===== config.mk =====
export PLATFORM = sky130hd
export DESIGN_NAME = control_multi
export DESIGN_NICKNAME = d
export VERILOG_FILES = /design/src/rtl/control_multi.sv
export SDC_FILE = /design/constraint.sdc
export NUM_CORES = 1
export LEC_CHECK = 0
export BUFFER_PORTS_ARGS = -buffer_cell sky130_fd_sc_hd__buf_4
export CORE_UTILIZATION = 47
export DETAILED_ROUTE_END_ITERATION = 16
export GPL_ROUTABILITY_DRIVEN = 0
export PLACE_DENSITY = 0.94
export REMOVE_ABC_BUFFERS = 1
export SYNTH_ARGS = -nofsm -noshare
export SYNTH_HDL_FRONTEND = slang
export SYNTH_SLANG_ARGS = --single-unit

===== constraint.sdc =====
create_clock -name clk -period 3.5 [get_ports clk]
set_clock_uncertainty 0.2 [all_clocks]
set_input_delay 0.525 -clock clk [delete_from_list [all_inputs] [get_ports clk]]
set_output_delay 0.525 -clock clk [all_outputs]
set_load 0.005 [all_outputs]

===== src/rtl/control_multi.sv =====
// control_multi: multi-cycle MIPS control FSM with MULTU wait, memory handshake and sticky illegal trap
module control_multi #(
   parameter int MULT_CYCLES = 32,
   parameter int CNT_W       = 8
) (
   input  logic        clk,
   input  logic        rst,
   input  logic [31:0] instr,
   input  logic        mem_ready,
   output logic        IRWrite,
   output logic        PCWrite,
   output logic        RegDst,
   output logic        RegWrite,
   output logic        ALUSrc,
   output logic        MemRead,
   output logic        MemWrite,
   output logic        MemtoReg,
   output logic        Branch_EQ,
   output logic        Branch_NE,
   output logic        Jump,
   output logic [1:0]  ALUOp,
   output logic        mul_start,
   output logic        mul_busy,
   output logic        illegal,
   output logic [2:0]  state
);
   typedef enum logic [2:0] {
      FETCH  = 3'd0,
      DECODE = 3'd1,
      EXEC   = 3'd2,
      MEM    = 3'd3,
      WB     = 3'd4,
      MULW   = 3'd5,
      ERR    = 3'd6
   } state_t;

   state_t           state_q, state_d;
   logic [CNT_W-1:0] cnt_q, cnt_d;

   logic [5:0] op, fn;
   logic       is_nop, is_r, is_multu, is_ralu, is_addiu, is_lw, is_sw, is_beq, is_bne, is_j, is_exec;

   assign op       = instr[31:26];
   assign fn       = instr[5:0];
   assign is_nop   = (instr == 32'd0);
   assign is_r     = (op == 6'd0);
   assign is_multu = is_r & (fn == 6'd25);
   assign is_ralu  = is_r & ((fn == 6'd16) | (fn == 6'd18) | (fn == 6'd0));
   assign is_addiu = (op == 6'd9);
   assign is_lw    = (op == 6'd35);
   assign is_sw    = (op == 6'd43);
   assign is_beq   = (op == 6'd4);
   assign is_bne   = (op == 6'd5);
   assign is_j     = (op == 6'd2);
   assign is_exec  = is_ralu | is_addiu | is_lw | is_sw | is_beq | is_bne;

   // Next-state and multiply wait counter; counter is loaded so MULW lasts exactly MULT_CYCLES cycles
   always_comb begin
      state_d = state_q;
      cnt_d   = cnt_q;
      case (state_q)
         FETCH:  state_d = DECODE;
         DECODE: begin
            state_d = (is_nop | is_j) ? FETCH : is_multu ? MULW : is_exec ? EXEC : ERR;
            cnt_d   = is_multu ? CNT_W'(MULT_CYCLES - 1) : cnt_q;
         end
         EXEC:   state_d = (is_lw | is_sw) ? MEM : (is_r | is_addiu) ? WB : FETCH;
         MEM:    state_d = !mem_ready ? MEM : is_lw ? WB : FETCH;
         WB:     state_d = FETCH;
         MULW:   begin
            state_d = (cnt_q == '0) ? FETCH : MULW;
            cnt_d   = (cnt_q == '0) ? cnt_q : cnt_q - CNT_W'(1);
         end
         ERR:    state_d = ERR;
         default: state_d = FETCH;
      endcase
   end

   // State and counter registers; reset aborts any state including MULW and ERR
   always_ff @(posedge clk) begin
      if (rst) begin
         state_q <= FETCH;
         cnt_q   <= '0;
      end else begin
         state_q <= state_d;
         cnt_q   <= cnt_d;
      end
   end

   // Per-state control strobes, all zero while reset is held
   always_comb begin
      IRWrite   = 1'b0;
      PCWrite   = 1'b0;
      RegDst    = 1'b0;
      RegWrite  = 1'b0;
      ALUSrc    = 1'b0;
      MemRead   = 1'b0;
      MemWrite  = 1'b0;
      MemtoReg  = 1'b0;
      Branch_EQ = 1'b0;
      Branch_NE = 1'b0;
      Jump      = 1'b0;
      ALUOp     = 2'b00;
      mul_start = 1'b0;
      mul_busy  = 1'b0;
      illegal   = 1'b0;
      if (!rst) begin
         case (state_q)
            FETCH: begin
               IRWrite = 1'b1;
               PCWrite = 1'b1;
            end
            DECODE: begin
               PCWrite   = !is_nop & is_j;
               Jump      = !is_nop & is_j;
               mul_start = is_multu;
            end
            EXEC: begin
               ALUOp     = is_r ? 2'b10 : (is_beq | is_bne) ? 2'b01 : 2'b00;
               ALUSrc    = is_addiu | is_lw | is_sw;
               Branch_EQ = is_beq;
               Branch_NE = is_bne;
            end
            MEM: begin
               MemRead  = is_lw;
               MemWrite = is_sw;
            end
            WB: begin
               RegWrite = 1'b1;
               RegDst   = is_addiu | is_lw;
               MemtoReg = is_lw;
            end
            MULW:    mul_busy = 1'b1;
            ERR:     illegal  = 1'b1;
            default: ;
         endcase
      end
   end

   assign state = state_q;
endmodule


==> run metrics <==
worst-path fanout max 7; crit path kind in -> out; CTS Buf Count 3; FMAX 325 MHz; top_reg_cell synth dfxtp_1; crit path time final 3080 ps; clock sinks 11; layout cells sized above 1 40.0%; Max-slew headroom 57.1%; RSZ-0062 raised after global routing no; final net count 218; Clock Tree Buf Depth 2; Avg Cell Area, Syn 7.78 sq um; Cell Pwr Density 300 nW/um^2; hold depth 2; Routed WL 2960 microns; post-route ant nets 0; number of flops mapped to enable cells by yosys 0; YS warnings 0; most numerous cell in the Yosys netlist dfxtp_1; Fin. Hold Viols 0; Yosys top cell area share 22.3%; DRC 0; Cell Area, Synth 988 sq um; area share of fa/ha/maj cells after synthesis 2.53%; Seq/Total Area, Yosys 22.3%; async set or reset register ratio after synthesis 0%; most instantiated cells after synthesis dfxtp_1 (11), nor2_1 (10), nor3_1 (9), nor4_1 (8), inv_1 (7); initial antenna violation count 0; Peak VDD IR 0.235 mV; hold_sp cnt_q[6]; status finished, final reports clean; Area contributors post-synth dfxtp_1 (22%), nor4_1 (5.1%), nor3_1 (4.6%); Die X 47.9 microns; hpwl dp 2250 microns; Via density 5.78; Seq cells post-synth 11; Port Buf Inserts 53; GR Overflow Total 0; drt wl/cell 14.3 microns; post-synthesis simple-gate area fraction 44.7%; post_cts resized 0; CP required 2770 ps; via count 1,196; Worst-path clk slew 70 ps; number of post-CTS setup repair buffers 0; Ports 54; Hold Buf Count CTS 0; Syn-to-layout area delta 44.2%; CTS Root Cell clkbuf_4; GRT Util Overall 26.3%; r2r setup slk 1140 ps; global-route wire length before repair 4190 microns; actual transition at the worst max-transition pin 639 ps; P_leak 0.000576 uW; Initial Util 50.4%; Synth Instances 127; HP Class reg -> reg; H-tree levels 1; reg2reg start state[2]; final setup fails 0; First DRT Iteration DRCs 33; n_diodes 0; Arrival @ worst endpoint 2350 ps; crit share post-route 88.0%; Netlist cell types 47; cells on worst reg2reg path 4; mux contribution to synthesized area 0%; # rows 16; largest net degree at the start of global routing 20; number of fillers in the final layout 173; vias in the first global route 972; XOR/XNOR share of the synthesized area 3.54%; crit path launch type input pin; Hold Slack 287 ps; compound-gate portion of the synthesized area 22.2%; clk_lat worst skew 270 ps; main combinational cell family by area after synthesis simple AND/OR/NAND/NOR gates; core area 1960 sq um; post-synth top area cell dfxtp_1; Die Span Y 47.9 microns; CP Capture Type output pin; CTS tree yes; first-pass detailed-route iteration total 4; die area 2290 sq um; maxcap violations 0; Endpoint, Worst Hold cnt_q[6]; Fin Setup TNS 0 ps; Max Slew Vio Count 0; R2R Path End cnt_q[6]
how the worst max path moves through the flow:
stage / from / endpoint / cells past startpoint
after floorplan: instr[29] / mul_start / 4
after global placement: instr[29] / mul_start / 6
after detailed placement: instr[29] / mul_start / 6
after CTS: instr[29] / mul_start / 6
after global routing: instr[29] / mul_start / 6
final: instr[29] / mul_start / 6
cell usage in the layout, fill, tap and decap left out, types with 2 or more instances in the layout:
cell type  count
a21oi_1        3
o311ai_0       2
nand2b_1       5
xor2_1         4
or4_4          2
or3_1          4
a211oi_1       2
nor4_1         8
o21ai_0        4
nor2b_1        2
or2_2          5
or4_1          2
nand2_1        6
inv_1          7
buf_4         53
o31a_1         3
dfxtp_1       11
nand3_1        2
o41ai_1        2
a2111oi_0      2
ha_1           2
o211ai_1       2
nor2_1        10
nor3_1         9
nand4b_1       2
clkbuf_4       3
a31oi_1        4
per-layer routing:
metal | vias to the layer above | part of all wire [%] | GRT usage, %
met5 | - | 0 | 0
met4 | 0 | 2.4 | 15.6
met3 | 12 | 5.1 | 4.53
met2 | 46 | 51 | 45.7
met1 | 536 | 41 | 29.9
li1 | 602 | - | -
cell families (layout without fill, tap and decap cells):
logic type | Yosys count | count (layout)
AOI/OAI and AO/OA | 29 | 29
xor gates and xnor gates | 4 | 4
and+or+nand+nor | 70 | 70
buffers and inverters | 11 | 64
DFF | 11 | 11
adders and majority gates | 2 | 2
metrics by stage:
step / cell area [sq um] / power, uW / utilization, % / setup WS (ps) / std cells
6_report: 1430 / 427 / 72.6 / 422 / 207
5_1_grt: 1430 / 460 / 72.6 / 351 / 207
4_1_cts: 1430 / 427 / 72.6 / 426 / 207
3_5_place_dp: 1400 / 339 / 71.3 / 427 / 203
3_3_place_gp: 1400 / 336 / 71.3 / 443 / 203
2_1_floorplan: 967 / 244 / - / 710 / 123
sequential cells by signal (all words and copies together) (netlist names):
signal	count
cnt_q	8
state	3
worst max-delay path: stages:
cell    delay (ps)
buf_4          140
or3_4          400
or4_4          530
or4_4          540
nor2_1         110
buf_4          110
power by group:
part	internal, uW	total [uW]	switching, uW
Clock	44.2	87.9	43.7
Sequential	137	175	37.5
Combinational	92.8	164	71.5
Total	274	427	153
layout make-up:
cell class / count / area [sq um] / share of cell area (%)
clock buffers: 4 / 26.3 / 1.84
inverters: 7 / 26.3 / 1.84
multi-input cells: 105 / 721 / 50.6
flip-flops and latches: 11 / 220 / 15.5
well taps: 27 / 33.8 / 2.37
repair buffers: 53 / 398 / 27.9
(Power assumes the default switching activity.)
